### src/rtl/muxn_pipe_if.sv
// muxn_pipe_if: channel and output handshake bundle for muxn_pipe.
// Revision: 1.0
`default_nettype none

interface muxn_pipe_if #(
  parameter int N = 4,
  parameter int W = 8
);
  localparam int SELW = $clog2(N);

  logic [N*W-1:0]  d;
  logic [N-1:0]    in_valid;
  logic [N-1:0]    in_ready;
  logic [SELW-1:0] sel;
  logic            mode;
  logic            sel_err;
  logic [W-1:0]    out_data;
  logic [SELW-1:0] out_sel;
  logic            out_valid;
  logic            out_ready;

  modport master (
    output d, in_valid, sel, mode, out_ready,
    input  in_ready, sel_err, out_data, out_sel, out_valid
  );

  modport slave (
    input  d, in_valid, sel, mode, out_ready,
    output in_ready, sel_err, out_data, out_sel, out_valid
  );
endinterface

`default_nettype wire

### src/rtl/muxn_pipe.sv
// muxn_pipe: N-channel registered mux, direct or round-robin select, valid/ready.
// Revision: 1.0
`default_nettype none

module muxn_pipe #(
  parameter int N = 4,
  parameter int W = 8
) (
  input  logic          clk,
  input  logic          rst,
  muxn_pipe_if.slave    bus
);
  localparam int SELW = $clog2(N);

  logic [W-1:0]    out_data_q, out_data_d;
  logic [SELW-1:0] out_sel_q,  out_sel_d;
  logic            out_valid_q, out_valid_d;
  logic [SELW-1:0] ptr_q, ptr_d;

  logic            ld;
  logic            sel_ok;
  logic [SELW-1:0] cand;
  logic            cand_ok;
  logic [N-1:0]    in_ready_w;
  logic            xfer;
  logic [W-1:0]    data_sel;

  assign ld     = ~out_valid_q | bus.out_ready;
  assign sel_ok = ({1'b0, bus.sel} < (SELW+1)'(N));

  // Round-robin scan starts at ptr and wraps modulo N, so non-power-of-two N works.
  always_comb begin
    logic found;
    int   idx;
    cand    = '0;
    cand_ok = 1'b0;
    found   = 1'b0;
    idx     = 0;
    if (!bus.mode) begin
      cand    = bus.sel;
      cand_ok = sel_ok;
    end else begin
      for (int k = 0; k < N; k++) begin
        idx = int'(ptr_q) + k;
        if (idx >= N) idx = idx - N;
        if (!found && bus.in_valid[SELW'(idx)]) begin
          found = 1'b1;
          cand  = SELW'(idx);
        end
      end
      cand_ok = found;
    end
  end

  always_comb begin
    in_ready_w = '0;
    data_sel   = '0;
    for (int i = 0; i < N; i++) begin
      in_ready_w[i] = ~rst & ld & cand_ok & (cand == SELW'(i));
      if (cand == SELW'(i)) data_sel = bus.d[i*W +: W];
    end
  end

  assign xfer = |(in_ready_w & bus.in_valid);

  always_comb begin
    out_data_d  = out_data_q;
    out_sel_d   = out_sel_q;
    out_valid_d = out_valid_q;
    ptr_d       = ptr_q;
    if (ld) out_valid_d = xfer;
    if (xfer) begin
      out_data_d = data_sel;
      out_sel_d  = cand;
      if (bus.mode) ptr_d = (cand == SELW'(N-1)) ? '0 : cand + SELW'(1);
    end
  end

  always_ff @(posedge clk) begin
    if (rst) begin
      out_data_q  <= '0;
      out_sel_q   <= '0;
      out_valid_q <= 1'b0;
      ptr_q       <= '0;
    end else begin
      out_data_q  <= out_data_d;
      out_sel_q   <= out_sel_d;
      out_valid_q <= out_valid_d;
      ptr_q       <= ptr_d;
    end
  end

  assign bus.in_ready  = in_ready_w;
  assign bus.sel_err   = ~bus.mode & ~sel_ok;
  assign bus.out_data  = out_data_q;
  assign bus.out_sel   = out_sel_q;
  assign bus.out_valid = out_valid_q;
endmodule

`default_nettype wire

### src/flat_wrapper.sv
// flat-port wrapper written by rule: the top's interface ports become plain ports
module muxn_pipe_flat 
#(
  parameter int N = 4,
  parameter int W = 8
)
  (clk, rst, bus_d, bus_in_valid, bus_sel, bus_mode, bus_out_ready, bus_in_ready, bus_sel_err, bus_out_data, bus_out_sel, bus_out_valid);
  muxn_pipe_if #(.N(N), .W(W)) bus_i ();
  input  logic clk;
  input  logic rst;
  input wire logic [$bits(bus_i.d)-1:0] bus_d;
  input wire logic [$bits(bus_i.in_valid)-1:0] bus_in_valid;
  input wire logic [$bits(bus_i.sel)-1:0] bus_sel;
  input wire logic [$bits(bus_i.mode)-1:0] bus_mode;
  input wire logic [$bits(bus_i.out_ready)-1:0] bus_out_ready;
  output wire logic [$bits(bus_i.in_ready)-1:0] bus_in_ready;
  output wire logic [$bits(bus_i.sel_err)-1:0] bus_sel_err;
  output wire logic [$bits(bus_i.out_data)-1:0] bus_out_data;
  output wire logic [$bits(bus_i.out_sel)-1:0] bus_out_sel;
  output wire logic [$bits(bus_i.out_valid)-1:0] bus_out_valid;
  assign bus_i.d = bus_d;
  assign bus_i.in_valid = bus_in_valid;
  assign bus_i.sel = bus_sel;
  assign bus_i.mode = bus_mode;
  assign bus_i.out_ready = bus_out_ready;
  assign bus_in_ready = bus_i.in_ready;
  assign bus_sel_err = bus_i.sel_err;
  assign bus_out_data = bus_i.out_data;
  assign bus_out_sel = bus_i.out_sel;
  assign bus_out_valid = bus_i.out_valid;
  muxn_pipe #(.N(N), .W(W)) u_core (.clk(clk), .rst(rst), .bus(bus_i));
endmodule
### config.mk
export PLATFORM = sky130hd
export DESIGN_NAME = muxn_pipe_flat
export DESIGN_NICKNAME = d
export VERILOG_FILES = /design/src/rtl/muxn_pipe_if.sv /design/src/rtl/muxn_pipe.sv /design/src/flat_wrapper.sv
export SDC_FILE = /design/constraint.sdc
export NUM_CORES = 1
export LEC_CHECK = 0
export ABC_CLOCK_PERIOD_IN_PS = 12300
export CAP_MARGIN = 15
export CORE_MARGIN = 4
export CORE_UTILIZATION = 44
export CTS_BUF_LIST = sky130_fd_sc_hd__clkbuf_4
export DETAILED_ROUTE_END_ITERATION = 10
export PLACE_DENSITY = 0.95
export SYNTH_ARGS = -nofsm -noshare
export SYNTH_HDL_FRONTEND = slang
export SYNTH_SLANG_ARGS = --single-unit
### constraint.sdc
create_clock -name clk -period 12.3 [get_ports clk]
set_clock_uncertainty 0.05 [all_clocks]
set_input_delay 3.69 -clock clk [delete_from_list [all_inputs] [get_ports clk]]
set_output_delay 3.69 -clock clk [all_outputs]
set_load 0.05 [all_outputs]
==> out/results.ini <==
[worst_setup_path]
path_max_fanout=18
cp-start-kind=input pin
crit_path_end_kind=output pin
critPathCapture=bus_in_ready[3]
r2r_slack_ns=8.44
cp.required_ns=8.56
crit_path_start=bus_in_valid[2]
criticalPathCategory=input pin to output pin
r2r-start=u_core.ptr_q[1]$_SDFFE_PP0P_
worstPathArrival_ns=6.92
r2r-end=u_core.ptr_q[1]$_SDFFE_PP0P_
reg2regPathDepth=11

[clocking]
cts.path.max_buffers=2
cts_tree=done
cts.sinks=13
clk_pin_slew_worst_paths_ns=0.08
htree_num_levels=1
insertion_delay_ns=0.28
ctsResizeCount=0
postCtsSetupRepairBufs=0
numCtsBuffers=3
root_buffer=clkbuf_4
cts_hold_buf=0

[route]
drtAntennaViolNets=0
drt_iter0_drc=61
wirelength_mm=3.355
via_per_inst=5.563
routedWlPerCell_um=15.75
firstDrtPassIters=4
drc=0
vias=1185

[global_route]
antenna_found_initial=0
track_usage_pct=19.68
grt_pass1_vias=1193
met1_usage_pct=25.50
grt_pass1_wl_mm=5.347
gr-usage-met2_pct=33.75
gr-total-overflow=0
use_met3_pct=2.832
grt_max_degree=25
top_usage_layer=met2

[yosys]
netlist_area_um2=1145
synthDistinctLibCells=40
ys_ff_latch=13
syn_nets=183
ys_async_sr_fraction_pct=0
avgSynthCellArea_um2=8.357
yosys-top-cells-area=dfxtp_1, a211oi_2, nor2b_1
postSynthCellCount=137
synth-main-ff-cell=dfxtp_1
yosys.area.top_type=dfxtp_1
ys_seq_area_share_pct=22.73
synth-edff-count=0
ys_warn_count=0
synth_top_area_share_pct=22.73

[final_layout]
drive_above_1_share_pct=10.93
final_common_cell=clkdlybuf4s50_1
diodes=0
layout_common_cells=clkdlybuf4s50_1, nor2_1, dfxtp_1, a21oi_1, nor2b_1
fin_cells=213
area_growth_syn_to_layout_pct=47.10
final_nets=230
fillers=213

[place]
place_ws_ns=1.659
finalWeightedCongestion=0.8385
numPortBuffers=56
place_hpwl_mm=2.698
dp_cells=209

[sta]
setup_ws_ns=1.643
layout_min_cycle_time_ns=10.66
worst_slew_pin_slew_ns=1.025
max_freq_mhz=93.84
fin_tns_setup_ns=0
period_share_pct=86.64
rsz0062_at_grt=no
setup_viol=0
hold_viol_final=0
maxSlewViolCount=0
slew_headroom_pct=31.44

[floorplanning]
core_area_um2=2477
dieArea_um2=3482
initial_core_util_pct=46.21
num_io_pins=58
rows=18
die_w_um=59.01
die_h_um=59.01

[power]
p_leak_nw=0.6113
power_mw=0.1620
pwr_density_cell_nw_per_um2=96.17
ir_drop_v=0.0001127

[worst_hold_path]
hold_path.class=flop to flop
hold_start=u_core.bus.out_sel[1]$_SDFFE_PP0P_

[flow_run]
max_cap_violations=0

[run_status]
outcome=finished clean

[synthesized netlist by cell type (4+ instances only)]
cell type	n
nand2_1	6
nor3_1	9
nor2_1	13
inv_1	4
ha_1	4
clkbuf_1	6
a221oi_1	7
a211oi_2	8
dfxtp_1	13
a21oi_1	12
nor2b_1	11
o21ai_0	4
nand2b_1	4
[flip-flops by register name, indices dropped and copies added, names as in the netlist]
signal,cells
u_core.bus.out_data,8
u_core.bus.out_valid,1
u_core.ptr_q,2
u_core.bus.out_sel,2
[critical path: stages]
cell	delay [ns]
clkdlybuf4s50_1	0.67
nand2b_1	0.12
and4bb_1	0.24
o211ai_1	0.19
o221ai_1	0.25
inv_1	0.17
ha_1	0.54
and3_1	0.25
clkdlybuf4s50_1	0.80
[cell type report]
type	count	area, µm²	share of cell area, %
flip-flops and latches	13	260.3	15.45
inverters	4	15.01	0.8915
clock inverters	1	5.005	0.2972
multi-input cells	106	783.3	46.51
clock buffers	3	22.52	1.337
repair buffers	56	560.5	33.28
well taps	30	37.54	2.229
[worst min-delay path by stage]
stage                                          endpoint  cells after the start
floorplan                  u_core.ptr_q[1]$_SDFFE_PP0P_                      3
global placement    u_core.bus.out_data[0]$_SDFFE_PP0P_                      2
detailed placement   u_core.bus.out_sel[1]$_SDFFE_PP0P_                      2
CTS                  u_core.bus.out_sel[1]$_SDFFE_PP0P_                      2
global route        u_core.bus.out_data[0]$_SDFFE_PP0P_                      2
finish               u_core.bus.out_sel[1]$_SDFFE_PP0P_                      2
[per-stage QoR]
stage | utilization [%] | hold WS, ns | instance area, µm²
detailed placement | 66.87 | 0.4537 | 1657
finish | 67.98 | 0.4727 | 1684
CTS | 67.98 | 0.4667 | 1684
global placement | 66.87 | 0.4367 | 1657
global route | 67.98 | 0.4989 | 1684
floorplan | - | 0.5610 | 1145
[where the power goes]
group,switching (mW),internal (mW),leakage (nW)
combinational,0.0485,0.0369,0.487
clock,0.0144,0.0121,0.0177
sequential,0.00339,0.0467,0.107
total,0.0663,0.0956,0.611
[cells by family (layout without fill, tap and decap cells)]
logic type	count (synthesis)	count (layout)	synth area share [%]
other cells	1	1	0.3276
simple gates	53	53	25.14
buf+inv	18	64	8.851
fa+ha+maj	4	4	4.372
mux	2	2	3.170
flops	13	13	22.73
compound gates	46	46	35.41
[metal layers]
metal,vias up,wire length (µm)
met5,-,0
met3,4,145
met2,33,1772
met4,0,38
met1,558,1400
li1,590,-
(Power assumes the default switching activity.)
